### src/rtl/counter_mod.sv
// counter_mod: parametrised modulo counter with up/down direction, parallel
// load with clamp, synchronous clear, terminal-count and wrap/zero flags.
// Optional feature macro: COUNTER_MOD_SAT_EN (defined = saturate at the
// terminal value instead of wrapping; wrap output stays 0).
module counter_mod #(
  parameter int unsigned     WIDTH = 8,
  parameter longint unsigned MOD   = 64'd1 << WIDTH,
  parameter longint unsigned INIT  = 0
) (
  input  logic             clk,
  input  logic             clr,
  input  logic             sclrn,
  input  logic             ena,
  input  logic             up,
  input  logic             load,
  input  logic [WIDTH-1:0] d,
  output logic [WIDTH-1:0] q,
  output logic             tc,
  output logic             wrap,
  output logic             zero
);

  // Elaboration-time legality of the configuration.
  if (WIDTH < 2 || WIDTH > 32) begin : g_bad_width
    $error("counter_mod: WIDTH must be in 2..32");
  end
  if (MOD < 2 || MOD > (64'd1 << WIDTH)) begin : g_bad_mod
    $error("counter_mod: MOD must be in 2..2**WIDTH");
  end
  if (INIT >= MOD) begin : g_bad_init
    $error("counter_mod: INIT must be below MOD");
  end

  localparam longint unsigned  MAX_L     = MOD - 1;
  localparam logic [WIDTH:0]   MOD_X     = MOD[WIDTH:0];
  localparam logic [WIDTH:0]   ONE_X     = {{WIDTH{1'b0}}, 1'b1};
  localparam logic [WIDTH-1:0] MAX_Q     = MAX_L[WIDTH-1:0];
  localparam logic [WIDTH-1:0] INIT_Q    = INIT[WIDTH-1:0];
  localparam logic             INIT_ZERO = (INIT == 0);

  logic [WIDTH-1:0] q_q, q_d;
  logic             wrap_q, wrap_d;
  logic             zero_q, zero_d;

  // Next values are formed one bit wider so MOD == 2**WIDTH cannot overflow.
  logic [WIDTH:0] q_ext, inc_x, dec_x, d_ext;
  logic           at_top, at_bot;

  // Terminal detection and combinational terminal-count output.
  always_comb begin
    q_ext  = {1'b0, q_q};
    d_ext  = {1'b0, d};
    inc_x  = q_ext + ONE_X;
    dec_x  = q_ext - ONE_X;
    at_top = (inc_x == MOD_X);
    at_bot = dec_x[WIDTH];
    tc     = ena & (up ? at_top : at_bot);
  end

  // Next-state selection: sync clear > load > count > hold.
  always_comb begin
    q_d    = q_q;
    wrap_d = 1'b0;
    if (!sclrn) begin
      q_d = INIT_Q;
    end else if (load) begin
      q_d = (d_ext < MOD_X) ? d : MAX_Q;
    end else if (ena) begin
      if (up) begin
        if (at_top) begin
`ifdef COUNTER_MOD_SAT_EN
          q_d    = q_q;
`else
          q_d    = '0;
          wrap_d = 1'b1;
`endif
        end else begin
          q_d = inc_x[WIDTH-1:0];
        end
      end else begin
        if (at_bot) begin
`ifdef COUNTER_MOD_SAT_EN
          q_d    = q_q;
`else
          q_d    = MAX_Q;
          wrap_d = 1'b1;
`endif
        end else begin
          q_d = dec_x[WIDTH-1:0];
        end
      end
    end
    // zero is registered from the next value so it always matches q.
    zero_d = (q_d == '0);
  end

  // State registers with asynchronous active-high clear.
  always_ff @(posedge clk or posedge clr) begin
    if (clr) begin
      q_q    <= INIT_Q;
      wrap_q <= 1'b0;
      zero_q <= INIT_ZERO;
    end else begin
      q_q    <= q_d;
      wrap_q <= wrap_d;
      zero_q <= zero_d;
    end
  end

  assign q    = q_q;
  assign wrap = wrap_q;
  assign zero = zero_q;

endmodule
### config.mk
export PLATFORM = sky130hd
export DESIGN_NAME = counter_mod
export DESIGN_NICKNAME = d
export VERILOG_FILES = /design/src/rtl/counter_mod.sv
export SDC_FILE = /design/constraint.sdc
export NUM_CORES = 1
export LEC_CHECK = 0
export ABC_CLOCK_PERIOD_IN_PS = 2100
export CAP_MARGIN = 5
export CORE_ASPECT_RATIO = 1.25
export CORE_MARGIN = 5
export CORE_UTILIZATION = 40
export CTS_CLUSTER_DIAMETER = 150
export DETAILED_ROUTE_END_ITERATION = 7
export PLACE_DENSITY = 0.72
export SLEW_MARGIN = 25
export SYNTH_ARGS = -nofsm -noshare
export SYNTH_HDL_FRONTEND = slang
export SYNTH_SLANG_ARGS = --single-unit
### constraint.sdc
create_clock -name clk -period 2.1 [get_ports clk]
set_input_delay 0.315 -clock clk [delete_from_list [all_inputs] [get_ports clk]]
set_output_delay 0.315 -clock clk [all_outputs]
set_load 0.005 [all_outputs]
==> results of run 1 <==
## sequential cells by signal, summed over array words and instances, names as in the netlist
register / cells
q: 8
wrap: 1
zero: 1
## layout by cell type, fill, tap and decap left out, types with 2 or more instances in the layout
| cell | instances |
|---|---|
| a211oi_1 | 2 |
| nand2_1 | 2 |
| xnor2_1 | 2 |
| a21oi_2 | 2 |
| a21oi_1 | 3 |
| nor3_1 | 6 |
| a311oi_1 | 2 |
| clkbuf_4 | 3 |
| inv_1 | 5 |
| nand3_1 | 6 |
| nor4b_4 | 2 |
| inv_2 | 2 |
| nand4_1 | 5 |
| clkdlybuf4s50_1 | 23 |
| dfrtp_1 | 7 |
| buf_4 | 32 |
| dfrtp_2 | 2 |
| xor2_1 | 2 |
| nor2_1 | 7 |
| buf_6 | 2 |
| o21ai_0 | 8 |
## where the power goes
part / total [uW] / leakage, uW / internal [uW] / switching (uW)
clock: 168 / 0.0000210 / 105 / 62.9
sequential: 230 / 0.000125 / 209 / 20.6
combinational: 315 / 0.000474 / 176 / 139
## final cells by class
| type | count | area, um2 | area share, % |
|---|---|---|---|
| clock buffer | 4 | 36.3 | 2.49 |
| timing repair buffer | 58 | 498 | 34.1 |
| inverter | 7 | 26.3 | 1.80 |
| tap | 21 | 26.3 | 1.80 |
| sequential | 10 | 254 | 17.4 |
| multi-input combinational | 77 | 618 | 42.4 |
## worst paths after layout
kind / from / endpoint / slack [ps] / depth (start not counted)
setup / recovery: q[1]$_DFF_PP0_ / zero$_DFF_PP1_ / -80 / 9
hold / removal: clr / q[2]$_DFF_PP0_ / 330 / 2
setup reg to reg: q[1]$_DFF_PP0_ / zero$_DFF_PP1_ / -80 / 9
hold reg to reg: q[0]$_DFF_PP0_ / q[0]$_DFF_PP0_ / 750 / 2
max in group asynchronous: clr / zero$_DFF_PP1_ / 1450 / 2
min in group clk: d[0] / q[0]$_DFF_PP0_ / 730 / 3
## repair_timing
item                       in CTS  in global routing
cloned                          0                  0
setup endpoints to repair       2                  2
resized for setup              17                  3
buffers inserted                2                  1
pin swaps                       6                  6
## metrics by stage
stage	worst slack, ps	hold slack (ps)
global placement	-201	592
finish	-83.2	330
global route	-157	364
floorplan	16.5	154
CTS	-105	338
detailed placement	-230	616
## per-layer routing
layer  global-route usage, %  vias to the layer above  part of all wire, %
li1                        -                      482                    -
met1                    23.2                      471                   39
met2                    34.7                       47                   54
met3                    2.63                        4                  6.1
met4                    6.56                        0                  1.4
met5                       0                        -                    0
## cells by family after synthesis
group | after synthesis | share of synthesized area, %
flip-flops | 10 | 28.9
AO/OA/AOI/OAI | 26 | 20.1
AND/OR/NAND/NOR | 41 | 31.4
adder cells (fa/ha/maj) | 3 | 4.32
buffers and inverters | 13 | 7.77
XOR/XNOR | 5 | 5.04
multiplexers | 2 | 2.45
==> impl_metrics.json, run 1 <==
{
  "synth_area_leaders": "dfrtp_1, o21ai_0, ha_1, nand4_1, a21oi_1",
  "slew_headroom_pct": 73.8,
  "cts_max_level": 1,
  "synth_seq_cells": 10,
  "first_iter_violations": 21,
  "rsz0062_at_grt": "true",
  "firstDrtPassIters": 4,
  "drc": 0,
  "max_cap_violations": 0,
  "fp.dieH_um": 62.1,
  "tightestPinTransition_ps": 391,
  "cp.arrival_ps": 2350,
  "vdd_ir_drop_max_mv": 0.502,
  "path_common_cell": "nor4b_4",
  "grt_max_degree": 14,
  "ys_types": 42,
  "end_kind": "flop",
  "overflow": 0,
  "clock_sinks": 10,
  "dieArea_um2": 3210,
  "cts_tree": "built",
  "cp_slowest_cell": "or4_4",
  "avgSynthCellArea_um2": 8.70,
  "n_fill_cell": 181,
  "synth_top_area_cell": "dfrtp_1",
  "hold_violations": 0,
  "async_flop_share_pct": 100,
  "synth_edf_count": 0,
  "seq_area_frac_synth_pct": 28.9,
  "placed_cells": 170,
  "routed_wl_mm": 2.85,
  "drive_gt1_share_pct": 39.1,
  "fmax_ghz": 0.458,
  "cp_top_family": "simple AND/OR/NAND/NOR gates",
  "coreArea_um2": 2140,
  "clock_latency_ps": 260,
  "setup_viol": 1,
  "syn_area_um2": 870,
  "gp_congestion": 0.910,
  "power.leakage_uw": 0.000620,
  "worstPathMaxFanout": 4,
  "cts_root_buf": "clkbuf_4",
  "synthCells": 100,
  "tns_ps": -83.2,
  "total_power_uw": 712,
  "period_minus_slack_ps": 2180,
  "worst_hold_path_type": "in -> async",
  "start_kind": "flop",
  "synth_top_cell_area_share_pct": 25.9,
  "slowest_delay_ps": 530,
  "antenna_cells": 0,
  "layout_setup_ws_ps": -83.2,
  "io_pins": 25,
  "cts_buffer_depth": 2,
  "required_ps": 2270,
  "ys_warn_count": 0,
  "die_w_um": 51.7,
  "vias_per_cell": 5.67,
  "path_cells": "inv_2, ha_4, nor4b_4, buf_4, a21oi_4, a21oi_2, o21bai_4, or4_4, nor4b_4",
  "final_area_um2": 1460,
  "clk_transition_reported_paths_ps": 70,
  "ys.flop_type": "dfrtp_1",
  "crit_type": "reg -> reg",
  "io_buffers": 24,
  "drtAntennaViolNets": 0,
  "cts_hold_buf": 0,
  "critPathBufInv": 2,
  "start_util_pct": 40.6,
  "synthMostInstantiatedCell": "dfrtp_1",
  "nets": 174,
  "rows": 19,
  "fin_crit_sh_pct": 104,
  "dp_hpwl_mm": 2.25,
  "synth_nets": 117,
  "synth_commonest_cells": "dfrtp_1, o21ai_0, inv_1, nor2_1",
  "violations": "setup timing",
  "gr-usage-all-layers_pct": 19.5,
  "syn_to_final_growth_pct": 67.8,
  "grt_pass1_wl_mm": 4.85,
  "status": "finished with violations",
  "maxSlewViolCount": 0,
  "instances_no_fill": 177,
  "fin_skew_ps": 8.15,
  "cts_made_buffers": 3,
  "grt_pass1_vias": 1017,
  "antenna_found_initial": 0,
  "power_density_nw_per_um2": 488,
  "placed_cell_area_um2": 1330,
  "final_util_pct": 68.2,
  "vias": 1004,
  "routedWlPerCell_um": 16.1
}
Power figures use the tool's default switching activity.
==> inputs of run 2 (changes only) <==
--- a/config.mk
+++ b/config.mk
@@ -12,8 +12,9 @@
 export CORE_UTILIZATION = 40
 export CTS_CLUSTER_DIAMETER = 150
 export DETAILED_ROUTE_END_ITERATION = 7
+export GPL_ROUTABILITY_DRIVEN = 0
 export PLACE_DENSITY = 0.72
-export SLEW_MARGIN = 25
+export SLEW_MARGIN = 40
 export SYNTH_ARGS = -nofsm -noshare
 export SYNTH_HDL_FRONTEND = slang
 export SYNTH_SLANG_ARGS = --single-unit
==> impl_metrics.json, run 2 (same netlist as run 1, synthesis figures left out) <==
{
  "worst_hold_path_type": "in -> async",
  "start_util_pct": 40.6,
  "vias_per_cell": 5.96,
  "violations": "setup timing",
  "rr_startpoint": "q[1]$_DFF_PP0_",
  "status": "finished with violations",
  "drc": 0,
  "fp.dieH_um": 62.1,
  "rsz0062_at_grt": "true",
  "cts_buffer_depth": 2,
  "hold-worst-slack_ps": 318,
  "nets": 177,
  "antenna_cells": 0,
  "period_minus_slack_ps": 2190,
  "vdd_ir_drop_max_mv": 0.567,
  "end_kind": "flop",
  "drive_gt1_share_pct": 43.4,
  "gr-usage-met1_pct": 23.1,
  "io_pins": 25,
  "cts_made_buffers": 3,
  "worstPathMaxFanout": 3,
  "hold_violations": 0,
  "grt_pass1_vias": 1103,
  "power_density_nw_per_um2": 489,
  "final_common_cell": "buf_4",
  "required_ps": 2270,
  "power.leakage_uw": 0.000642,
  "clock_sinks": 10,
  "grtUsageMet3_pct": 4.31,
  "largest_reg_flops": 8,
  "dieArea_um2": 3210,
  "use_met2_pct": 34.7,
  "post-place-ws_ps": -255,
  "grt.busiest_layer": "met2",
  "vias": 1073,
  "routed_wl_mm": 3.14,
  "cts_root_buf": "clkbuf_4",
  "reg2reg_slack_ps": -90,
  "fin_skew_ps": 8.92,
  "fin_crit_sh_pct": 104,
  "tightestPinTransition_ps": 382,
  "overflow": 0,
  "die_w_um": 51.7,
  "antenna_found_initial": 0,
  "crit_type": "reg -> reg",
  "slew_headroom_pct": 74.5,
  "gr-usage-all-layers_pct": 20.1,
  "io_buffers": 24,
  "r2r_cells": 9,
  "routedWlPerCell_um": 17.5,
  "maxSlewViolCount": 0,
  "tns_ps": -94.2,
  "cts_hold_buf": 0,
  "firstDrtPassIters": 4,
  "first_iter_violations": 34,
  "rows": 19,
  "reg2reg_to": "zero$_DFF_PP1_",
  "cts_max_level": 1,
  "drtAntennaViolNets": 0,
  "max_cap_violations": 0,
  "clock_latency_ps": 270,
  "grt_max_degree": 14,
  "setup_viol": 1,
  "grt_pass1_wl_mm": 5.04,
  "cp.arrival_ps": 2360,
  "layout_setup_ws_ps": -94.2,
  "clk_transition_reported_paths_ps": 70,
  "final_cell_mix": "buf_4, clkdlybuf4s50_1, o21ai_0",
  "cts_tree": "built",
  "start_kind": "flop",
  "coreArea_um2": 2140,
  "fmax_ghz": 0.456,
  "dp_hpwl_mm": 2.30,
  "syn_to_final_growth_pct": 75.5
}
## run 2: power by group
part | switching [uW] | internal (uW) | total (uW)
clock | 67.5 | 105 | 173
combinational | 154 | 190 | 344
sequential | 19.9 | 209 | 229
## run 2: area by class of cell
type                    instances  area, um2
multi-input cells              77        659
flip-flops and latches         10        254
well taps                      21       26.3
repair buffers                 61        524
fillers                       156        613
inverters                       7       26.3
clock buffers                   4       36.3
## run 2: critical path, cell delays in order (launching register included)
cell and delay (ps):
dfrtp_2 400, inv_2 60, ha_4 170, nor4b_4 130, buf_4 160, a21oi_4 140
a21oi_2 70, o21bai_4 170, or4_4 540, nor4b_4 250
## run 2: worst max path at each step
stage / from / end / slack, ps / depth (start not counted)
2_1_floorplan: q[0]$_DFF_PP0_ / zero$_DFF_PP1_ / 20 / 7
3_3_place_gp: up / zero$_DFF_PP1_ / -200 / 7
3_5_place_dp: up / zero$_DFF_PP1_ / -250 / 7
4_1_cts: q[1]$_DFF_PP0_ / zero$_DFF_PP1_ / -140 / 9
5_1_grt: q[1]$_DFF_PP0_ / zero$_DFF_PP1_ / -140 / 10
6_report: q[1]$_DFF_PP0_ / zero$_DFF_PP1_ / -90 / 9
## run 2: per-stage QoR
step,util [%],cell area (um2),total power (uW),cells
after floorplan,-,875,355,100
after global placement,61.9,1330,496,169
after detailed placement,61.9,1330,504,169
after CTS,70.0,1500,734,179
after global routing,71.3,1530,789,180
final,71.3,1530,746,180
## run 2: timing repair
| item | CTS | global route |
|---|---|---|
| hold endpoints to repair | 0 | 0 |
| gates resized for setup | 21 | 7 |
| setup buffers | 7 | 1 |
| pin swaps | 11 | 5 |
| endpoints found under the setup margin | 2 | 3 |
## run 2: layer usage
metal  up-vias  wire length, um
met5         -                0
met4         0              116
met3        11              193
met2        48             1650
met1       525             1190
li1        489                -
